$ cat src/rtl/tr_mon_pkg.sv
// Shared types and constants for the riscv-tests result monitor.
package tr_mon_pkg;

  typedef enum logic [1:0] {
    ST_RUN  = 2'd0,
    ST_HOLD = 2'd1,
    ST_DONE = 2'd2
  } ch_state_e;

  localparam int unsigned MODE_PC     = 0;
  localparam int unsigned MODE_TOHOST = 1;

  localparam int unsigned TESTNUM_W  = 8;
  localparam int unsigned HOLD_CNT_W = 4;

endpackage

$ cat src/rtl/tr_mon_ch.sv
// One monitored channel: completion detection FSM, hold filter and sticky verdict.
module tr_mon_ch
  import tr_mon_pkg::*;
#(
  parameter int unsigned     XLEN        = 32,
  parameter int unsigned     MODE        = MODE_PC,
  parameter logic [XLEN-1:0] DONE_PC     = 'h44,
  parameter logic [XLEN-1:0] TOHOST_ADDR = 'h1000,
  parameter int unsigned     HOLD        = 2
) (
  input  logic                 clk,
  input  logic                 rst,
  input  logic                 en,
  input  logic                 freeze,
  input  logic [XLEN-1:0]      pc,
  input  logic [XLEN-1:0]      gp,
  input  logic                 st_valid,
  input  logic [XLEN-1:0]      st_addr,
  input  logic [XLEN-1:0]      st_data,
  output logic                 done,
  output logic                 pass,
  output logic [TESTNUM_W-1:0] testnum,
  output logic                 done_set_c
);

  localparam bit                    IS_TOHOST = (MODE == MODE_TOHOST);
  localparam logic [HOLD_CNT_W-1:0] HOLD_LIM  = HOLD_CNT_W'(HOLD);
  localparam logic [HOLD_CNT_W-1:0] CNT_ONE   = HOLD_CNT_W'(1);

  ch_state_e             state, state_nxt;
  logic [HOLD_CNT_W-1:0] hold_cnt, hold_nxt;
  logic                  pc_hit, tohost_hit, step;
  logic [XLEN-1:0]       verdict_src;
  logic                  src_pass;

  assign pc_hit      = (pc == DONE_PC);
  assign tohost_hit  = st_valid && (st_addr == TOHOST_ADDR) && st_data[0];
  assign step        = en && !freeze;
  // Verdict word is gp at the pc-match edge or the tohost store data.
  assign verdict_src = IS_TOHOST ? st_data : gp;
  assign src_pass    = (verdict_src == XLEN'(1));

  // Next-state and hold-counter logic; a frozen or disabled channel holds.
  always_comb begin
    state_nxt  = state;
    hold_nxt   = hold_cnt;
    done_set_c = 1'b0;
    if (step) begin
      case (state)
        ST_RUN: begin
          if (IS_TOHOST) begin
            if (tohost_hit) begin
              state_nxt  = ST_DONE;
              done_set_c = 1'b1;
            end
          end else if (pc_hit) begin
            hold_nxt = CNT_ONE;
            if (HOLD_LIM == CNT_ONE) begin
              state_nxt  = ST_DONE;
              done_set_c = 1'b1;
            end else begin
              state_nxt = ST_HOLD;
            end
          end
        end
        ST_HOLD: begin
          if (pc_hit) begin
            hold_nxt = hold_cnt + CNT_ONE;
            if (hold_nxt == HOLD_LIM) begin
              state_nxt  = ST_DONE;
              done_set_c = 1'b1;
            end
          end else begin
            state_nxt = ST_RUN;
            hold_nxt  = '0;
          end
        end
        ST_DONE: begin
          state_nxt = ST_DONE;
        end
        default: begin
          state_nxt = ST_RUN;
          hold_nxt  = '0;
        end
      endcase
    end
  end

  // State, counter and sticky verdict registers.
  always_ff @(posedge clk or negedge rst) begin
    if (!rst) begin
      state    <= ST_RUN;
      hold_cnt <= '0;
      done     <= 1'b0;
      pass     <= 1'b0;
      testnum  <= '0;
    end else begin
      state    <= state_nxt;
      hold_cnt <= hold_nxt;
      if (done_set_c) begin
        done    <= 1'b1;
        pass    <= src_pass;
        testnum <= src_pass ? '0 : verdict_src[TESTNUM_W:1];
      end
    end
  end

endmodule

$ cat config.mk
export PLATFORM = sky130hd
export DESIGN_NAME = tr_mon_ch
export DESIGN_NICKNAME = d
export VERILOG_FILES = /design/src/rtl/tr_mon_pkg.sv /design/src/rtl/tr_mon_ch.sv
export SDC_FILE = /design/constraint.sdc
export NUM_CORES = 1
export LEC_CHECK = 0
export CORE_ASPECT_RATIO = 1.75
export CORE_MARGIN = 5
export CORE_UTILIZATION = 21
export DETAILED_ROUTE_END_ITERATION = 8
export GPL_TIMING_DRIVEN = 1
export HOLD_SLACK_MARGIN = 0.05
export PLACE_DENSITY = 0.86
export SKIP_LAST_GASP = 1
export SYNTH_ARGS = -nofsm -noshare
export SYNTH_HDL_FRONTEND = slang
export SYNTH_SLANG_ARGS = --single-unit
$ cat constraint.sdc
create_clock -name clk -period 2.5 [get_ports clk]
set_input_delay 0.625 -clock clk [delete_from_list [all_inputs] [get_ports clk]]
set_output_delay 0.625 -clock clk [all_outputs]
set_load 0.01 [all_outputs]
# Word level (Yosys, flattened, before mapping)
# Cells that the tools add are included.
dict set report classes {
  addsub 1
  eq_ne 7
  n_mux 12
  n_bitwise 1
  n_reduce_logical 5
}
# operator n
set ops {}
lappend ops {{== test 32 x 1 -> 1 bit, second input constant} 1}
lappend ops {{== test 32 x 7 -> 1 bit, second input constant} 1}
lappend ops {{one-hot mux 4 bit (3 select lines)} 1}
lappend ops {{2-to-1 mux 4 bit} 2}
lappend ops {{2-to-1 mux 8 bit} 1}
lappend ops {{2-to-1 mux 2 bit} 3}
lappend ops {{one-hot mux 2 bit (3 select lines)} 1}
lappend ops {{AND reduction 3 bit} 2}
lappend ops {{adder 4 x 1 -> 4 bit, second input constant} 1}
lappend ops {{== test 4 x 2 -> 1 bit, second input constant} 1}
lappend ops {{2-to-1 mux 1 bit} 4}
lappend ops {{inequality test 3 bit, second input constant} 1}
lappend ops {{== test 2 x 1 -> 1 bit, second input constant} 1}
lappend ops {{== test 2 bit, second input constant} 1}
lappend ops {{logical NOT 2 bit} 1}
lappend ops {{inequality test 2 bit, second input constant} 1}
lappend ops {{logical AND 1 bit} 1}
lappend ops {{logical NOT 1 bit} 1}
lappend ops {{inverter 1 bit} 1}
dict set report word_totals {
  register_bits 16
  out_inout_bits 11
}

# Logic depth before layout (Yosys ltp)
# Gate-level depths: netlist of run 1.
dict set report depth {
  word_depth 6
  ltp_mapped 7
  mapped_depth_nobuf 6
}

# Worst setup path before layout of run 1
# OpenSTA, ideal clock, no wires.
dict set report synth_path {
  path_kind {input port to output port}
  start {input pc[3]}
  end {output done_set_c}
  t_arrival_ns 2.115
  required_time_ns 1.875
  slack_ns -0.240
  path_stages 4
  path_cell_list {nor4b_2 -> nand4_1 -> or4_2 -> nor3b_1}
}
dict set report synth_via {
  elab_chain_len 4
}
# item line
set synth_rtl {}
lappend synth_rtl {{start, declared} tr_mon_ch.sv:15} ;# input logic [XLEN-1:0] pc,
lappend synth_rtl {{== test 32 x 7 -> 1 bit} tr_mon_ch.sv:36} ;# assign pc_hit = (pc == DONE_PC);
lappend synth_rtl {{2-to-1 mux 1 bit} tr_mon_ch.sv:67} ;# if (pc_hit) begin
lappend synth_rtl {{2-to-1 mux 1 bit} tr_mon_ch.sv:49} ;# case (state)
lappend synth_rtl {{2-to-1 mux 1 bit} tr_mon_ch.sv:48} ;# if (step) begin
lappend synth_rtl {{end, declared} tr_mon_ch.sv:23} ;# output logic done_set_c
# No other way between the ends.

# Final worst setup path of run 1
dict set report layout_path {
  start {input pc[18]}
  end {output done_set_c}
}
# Same word-level chain as after synthesis.

==> impl_metrics.yaml, run 1 <==
timing:
  setup_viol: 1
  rsz0062_at_grt: "true"
  finClkSkew_ns: 0.00317
  worst_hold_slack_ns: 0.476
  timing.final.hold_violations: 0
  fmax_ghz: 0.383
  drv_slew: 0
  max_slew.worst_pin.slew_ns: 0.739
  slew_headroom_pct: 50.6
  period_needed_ns: 2.61
  setup_ws_ns: -0.112
  period_share_pct: 104
critical_path:
  ff2ff_setup_slack_ns: 0.49
  r2r_end: "testnum[6]$_DFFE_PN0P_"
  critPathCaptureType: "output port"
  cp.required_ns: 1.88
  r2r_start: "hold_cnt[0]$_DFFE_PN0P_"
  rr_worst_depth: 7
  path_cells: "buf_6 > or3_4 > or4_4 > nor3b_4 > buf_2"
  crit_slowest_cell: "or4_4"
  crit_type: "in -> out"
  crit_arrival_ns: 1.99
  cp_max_fo: 2
  cpPeakStageDelay_ns: 0.56
  critPathLaunchType: "input pin"
floorplan:
  die_height_um: 99.0
  die_area_um2: 6030
  top_level_ports: 144
  rows: 32
  start_util_pct: 21.6
  core_area_um2: 4400
  fp.dieW_um: 60.9
synth:
  synthCells: 81
  synth_top_family_by_area: "simple AND/OR/NAND/NOR gates"
  synth_cell_types: 33
  yosysWarnings: 0
  yosys.area.top_type: "dfrtp_1"
  muxShareOfSynthArea_pct: 16.1
  synth_top_area_share_pct: 42.1
  synth-seq-cells: 16
  synth-simple-area-share_pct: 28.6
  avgSynthCellArea_um2: 11.7
  syn-num-nets: 216
  synth-compound-area-share_pct: 6.71
  synthAdderAreaFrac_pct: 2.63
  synth-xor-area-share_pct: 0.921
  synth_area_leaders: "dfrtp_1 (42%), mux2_4 (13%), nor4_1 (6.6%)"
  ys_seq_area_share_pct: 42.1
  synth_area_um2: 951
global_route:
  grt_usage_pct: 11.0
  grt_pass1_vias: 1175
  antenna_found_initial: 0
  grt_pass1_wl_um: 5080
  grt_max_degree: 17
  grt_overflow: 0
route:
  vias_per_cell: 4.62
  wl_per_cell_um: 14.2
  initialDrtViolationCount: 14
  drt_pass1_iterations: 3
  wirelength_um: 3270
  drc: 0
  num_vias: 1062
  ant_nets: 0
pwr:
  internal_power_mw: 0.480
  leakagePower_nw: 0.918
  clkPwrFrac_pct: 37.4
  pwr-share-seq_pct: 43.6
  pwr-share-comb_pct: 19.0
  power_density_nw_per_um2: 305
  ir_drop_v: 0.000173
  power_switching_mw: 0.115
  p_sw_share_pct: 19.3
min_path:
  min_to: "done$_DFFE_PN0P_"
  hold_depth: 1
  worstHoldStart: "done$_DFFE_PN0P_"
  worstHoldPathType: "reg -> reg"
layout:
  diodes: 0
  final_nets: 315
  final_core_util_pct: 44.2
  final_layout_size_suffix_gt1_share_pct: 36.9
  synthToLayoutAreaGrowth_pct: 105
  fill_cells: 431
cts:
  h-tree-depth: 1
  clock_sinks: 16
  cts_inserted_buffers: 3
  cts-root-buf: "clkbuf_8"
  cts_tree: "built"
  clockBufferDepth: 2
  clock_latency_ns: 0.24
  clkTransAtPathRegs_ns: 0.06
placed_design:
  dp_hpwl_um: 2720
  pre_cts_ws_ns: -0.946
  place.port_buffers: 78
  routabilityCongestion: 0.795
status:
  violations: "setup timing"
  status: "finished, violations left"
job:
  maxCapViolCount: 0
==> cells in the final DEF, fill, tap and decap left out, drive strengths merged, types with 2 or more instances in the layout <==
cell,count
clkdlybuf4s50,45
buf,41
dfrtp,16
nor4,14
mux2,10
nand2,6
dlygate4sd2,6
clkdlybuf4s15,5
clkbuf,4
nand4,4
nor4b,3
inv,2
o21ai,2
a32o,2
a21oi,2
ha,2
==> metrics by stage <==
step / power [mW] / setup TNS [ns] / area [um2] / cells
floorplan: 0.274 / 0 / 965 / 81
global placement: 0.389 / -3.06 / 1880 / 218
detailed placement: 0.392 / -3.73 / 1880 / 218
CTS: 0.606 / -0.106 / 1960 / 232
global route: 0.624 / -0.177 / 1950 / 230
finish: 0.594 / -0.112 / 1950 / 230
==> registers in the layout, indices dropped and copies added, names as in the netlist <==
signal	flops
done	1
hold_cnt	4
pass	1
state	2
testnum	8
==> routing by layer <==
layer	GRT usage [%]	wire length (um)	share of wire, %
met4	3.51	50	1.5
met1	10.7	1100	34
met2	21.0	1910	59
met5	0	0	0
met3	3.01	206	6.3
==> power by group through the flow <==
| stage | Clock (mW) | Sequential (mW) | Combinational (mW) |
|---|---|---|---|
| floorplan | 0 | 0.264 | 0.0105 |
| global placement | 0 | 0.264 | 0.125 |
| detailed placement | 0 | 0.264 | 0.128 |
| CTS | 0.233 | 0.259 | 0.114 |
| global route | 0.245 | 0.259 | 0.120 |
| finish | 0.223 | 0.259 | 0.113 |
==> area by class of cell <==
| cell class | count | area [um2] | share of cell area (%) |
|---|---|---|---|
| inverter | 2 | 7.51 | 0.385 |
| tap | 51 | 63.8 | 3.28 |
| clock buffer | 4 | 55.1 | 2.83 |
| multi-input combinational | 60 | 571 | 29.3 |
| sequential | 16 | 400 | 20.6 |
| timing repair buffer | 97 | 851 | 43.7 |
==> worst max-delay path by stage <==
stage,startpoint,end,cells after the start
5_1_grt,pc[2],done_set_c,6
3_3_place_gp,pc[1],done_set_c,6
6_report,pc[18],done_set_c,5
3_5_place_dp,pc[3],done_set_c,6
4_1_cts,pc[18],done_set_c,5
2_1_floorplan,pc[3],done_set_c,4
==> timing repair <==
| item | 4_1_cts | 5_1_grt |
|---|---|---|
| setup buffers | 11 | 0 |
| hold endpoints to repair | 0 | 0 |
| endpoints found under the setup margin | 4 | 13 |
| gates cloned | 1 | 0 |
| hold buffers | 0 | 0 |
| pin swaps | 15 | 2 |
| gates resized for setup | 101 | 0 |
==> Yosys cell counts, drive strengths merged <==
library cell / count
or3: 1
mux2: 10
nand4: 4
a21oi: 2
or4: 1
mux2i: 1
nand3: 1
and3: 1
nor4: 14
xnor2: 1
a41o: 1
or2b: 1
ha: 2
nor4b: 3
a32o: 2
a21o: 1
buf: 3
a31oi: 1
inv: 2
nand3b: 1
nor2b: 1
nand2: 6
nor3: 1
nor3b: 1
nor2: 1
dfrtp: 16
o21ai: 2
==> worst max-delay path, delay by kind of cell <==
| kind | cells | cell delay [ns] |
|---|---|---|
| AND/OR/NAND/NOR | 3 | 1.13 |
| buffers and inverters | 2 | 0.24 |
==> cell families after synthesis <==
group | after synthesis
and+or+nand+nor | 37
DFF | 16
muxes | 11
AOI/OAI and AO/OA | 9
buffers and inverters | 5
adders and majority gates | 2
xor gates and xnor gates | 1
No activity file was read; power rests on OpenSTA's default activity.
==> run 2, diff against run 1 <==
- ABC_CLOCK_PERIOD_IN_PS: unset -> 2500
==> results of run 2 <==
Same layout as run 1: the final DEF is identical, and so are final timing and power.
==> run 3, diff against run 2 <==
- CORE_MARGIN: 5 -> unset
==> run 3 against run 2 <==
Net effect:
- the flow still finishes with violations (setup timing)
- sequential power about the same
- via count is 4.5% lower
- clock power is 2% lower
==> impl_metrics.yaml, run 3 (synthesis results as in run 1) <==
layout:
  layout.cells.non_filler: 223
  synthToLayoutAreaGrowth_pct: 101
  diodes: 0
  final_nets: 308
  final_core_util_pct: 43.7
  final_layout_size_suffix_gt1_share_pct: 34.3
  top_register: "testnum"
  largest_reg_flops: 8
  layout_common_cells: "clkdlybuf4s50_1 (45), buf_2 (17), dfrtp_1 (16)"
  reg.largest.list: "testnum (8), hold_cnt (4), state (2)"
  final_common_cell: "clkdlybuf4s50_1"
pwr:
  ir_drop_v: 0.000232
  leakagePower_nw: 0.882
  power_density_nw_per_um2: 311
  totalPowerFinal_mw: 0.593
floorplan:
  start_util_pct: 21.8
  fp.dieW_um: 52.9
  die_area_um2: 4810
  core_area_um2: 4360
  top_level_ports: 144
  rows: 32
  die_height_um: 91.0
cts:
  h-tree-depth: 1
  cts-root-buf: "clkbuf_8"
  clock_latency_ns: 0.24
  clock_sinks: 16
  cts_inserted_buffers: 3
  holdBufCountCts: 0
  clkTransAtPathRegs_ns: 0.06
  clockBufferDepth: 2
  cts_tree: "built"
route:
  wl_per_cell_um: 12.3
  ant_nets: 0
  wirelength_um: 2740
  num_vias: 1014
  drc: 0
  vias_per_cell: 4.55
  drt_pass1_iterations: 4
  initialDrtViolationCount: 6
timing:
  drv_slew: 0
  slew_headroom_pct: 54.0
  tns_ns: -0.107
  setup_ws_ns: -0.107
  period_needed_ns: 2.61
  fmax_ghz: 0.384
  rsz0062_at_grt: "true"
  timing.final.hold_violations: 0
  period_share_pct: 104
  max_slew.worst_pin.slew_ns: 0.688
  setup_viol: 1
  finClkSkew_ns: 0.00177
min_path:
  min_to: "done$_DFFE_PN0P_"
  worstHoldPathType: "reg -> reg"
  worstHoldStart: "done$_DFFE_PN0P_"
  hold_depth: 1
critical_path:
  r2r_end: "testnum[3]$_DFFE_PN0P_"
  rr_worst_depth: 7
  cp.required_ns: 1.88
  cp_max_fo: 2
  r2r_start: "state[1]$_DFFE_PN0P_"
  crit_type: "in -> out"
  critPathCaptureType: "output port"
  critPathLaunchType: "input pin"
  ff2ff_setup_slack_ns: 0.48
  crit_arrival_ns: 1.98
global_route:
  grt_max_degree: 17
  grt_usage_pct: 12.3
  grt_pass1_vias: 1071
  antenna_found_initial: 0
  grt_pass1_wl_um: 4460
  grt_overflow: 0
placed_design:
  place.port_buffers: 78
  placedCellCount: 217
  routabilityCongestion: 0.829
  dp_hpwl_um: 2330
status:
  violations: "setup timing"
  status: "finished, violations left"
job:
  maxCapViolCount: 0
run 3: changes by cell type in the layout (fill, tap and decap cells not counted), sizes merged:
cell / before / now
buf: 41 / 32
clkdlybuf4s15: 5 / 6
dlygate4sd2: 6 / 7
run 3: repair_timing:
| item | 4_1_cts | 5_1_grt |
|---|---|---|
| endpoints found under the setup margin | 10 | 1 |
| buffers inserted | 2 | 0 |
| gates resized for setup | 91 | 6 |
| pin swaps | 13 | 4 |
| cloned | 0 | 0 |
run 3: power by group:
group	internal [mW]	switching, mW
Clock	0.139	0.0793
Sequential	0.259	0.000000000130
Combinational	0.0829	0.0329
Total	0.481	0.112
run 3: cell type report:
cell class | instances | area, um2
Clock buffer | 4 | 55.1
Fill cell | 406 | 2460
Inverter | 2 | 7.51
Multi-Input combinational cell | 60 | 586
Sequential cell | 16 | 400
Tap cell | 51 | 63.8
Timing Repair Buffer | 90 | 795
run 3: routing by layer:
metal / vias to the layer above / routed length [um] / GRT usage, %
li1: 502 / - / -
met1: 473 / 954 / 12.5
met2: 37 / 1630 / 22.9
met3: 2 / 124 / 2.01
met4: 0 / 32 / 5.70
met5: - / 0 / 0
run 3: worst max-delay path, cell delays in order:
cell      delay, ns
buf_6          0.10
nor4_4         0.24
nand3b_1       0.14
or4_4          0.57
nor3b_4        0.16
buf_2          0.14
run 3: worst max path at each step:
stage / depth (start not counted) / startpoint / endpoint
final: 6 / pc[10] / done_set_c
after global routing: 6 / pc[10] / done_set_c
after CTS: 6 / pc[15] / done_set_c
after detailed placement: 6 / pc[1] / done_set_c
after global placement: 6 / pc[1] / done_set_c
after floorplan: 4 / pc[3] / done_set_c
run 3: metrics by stage:
stage	cell area [um2]	setup slack [ns]	hold slack (ns)
6_report	1910	-0.107	0.483
5_1_grt	1910	-0.208	0.499
4_1_cts	1880	-0.127	0.486
3_5_place_dp	1880	-1.01	0.470
3_3_place_gp	1880	-0.981	0.469
2_1_floorplan	965	0.0164	0.329
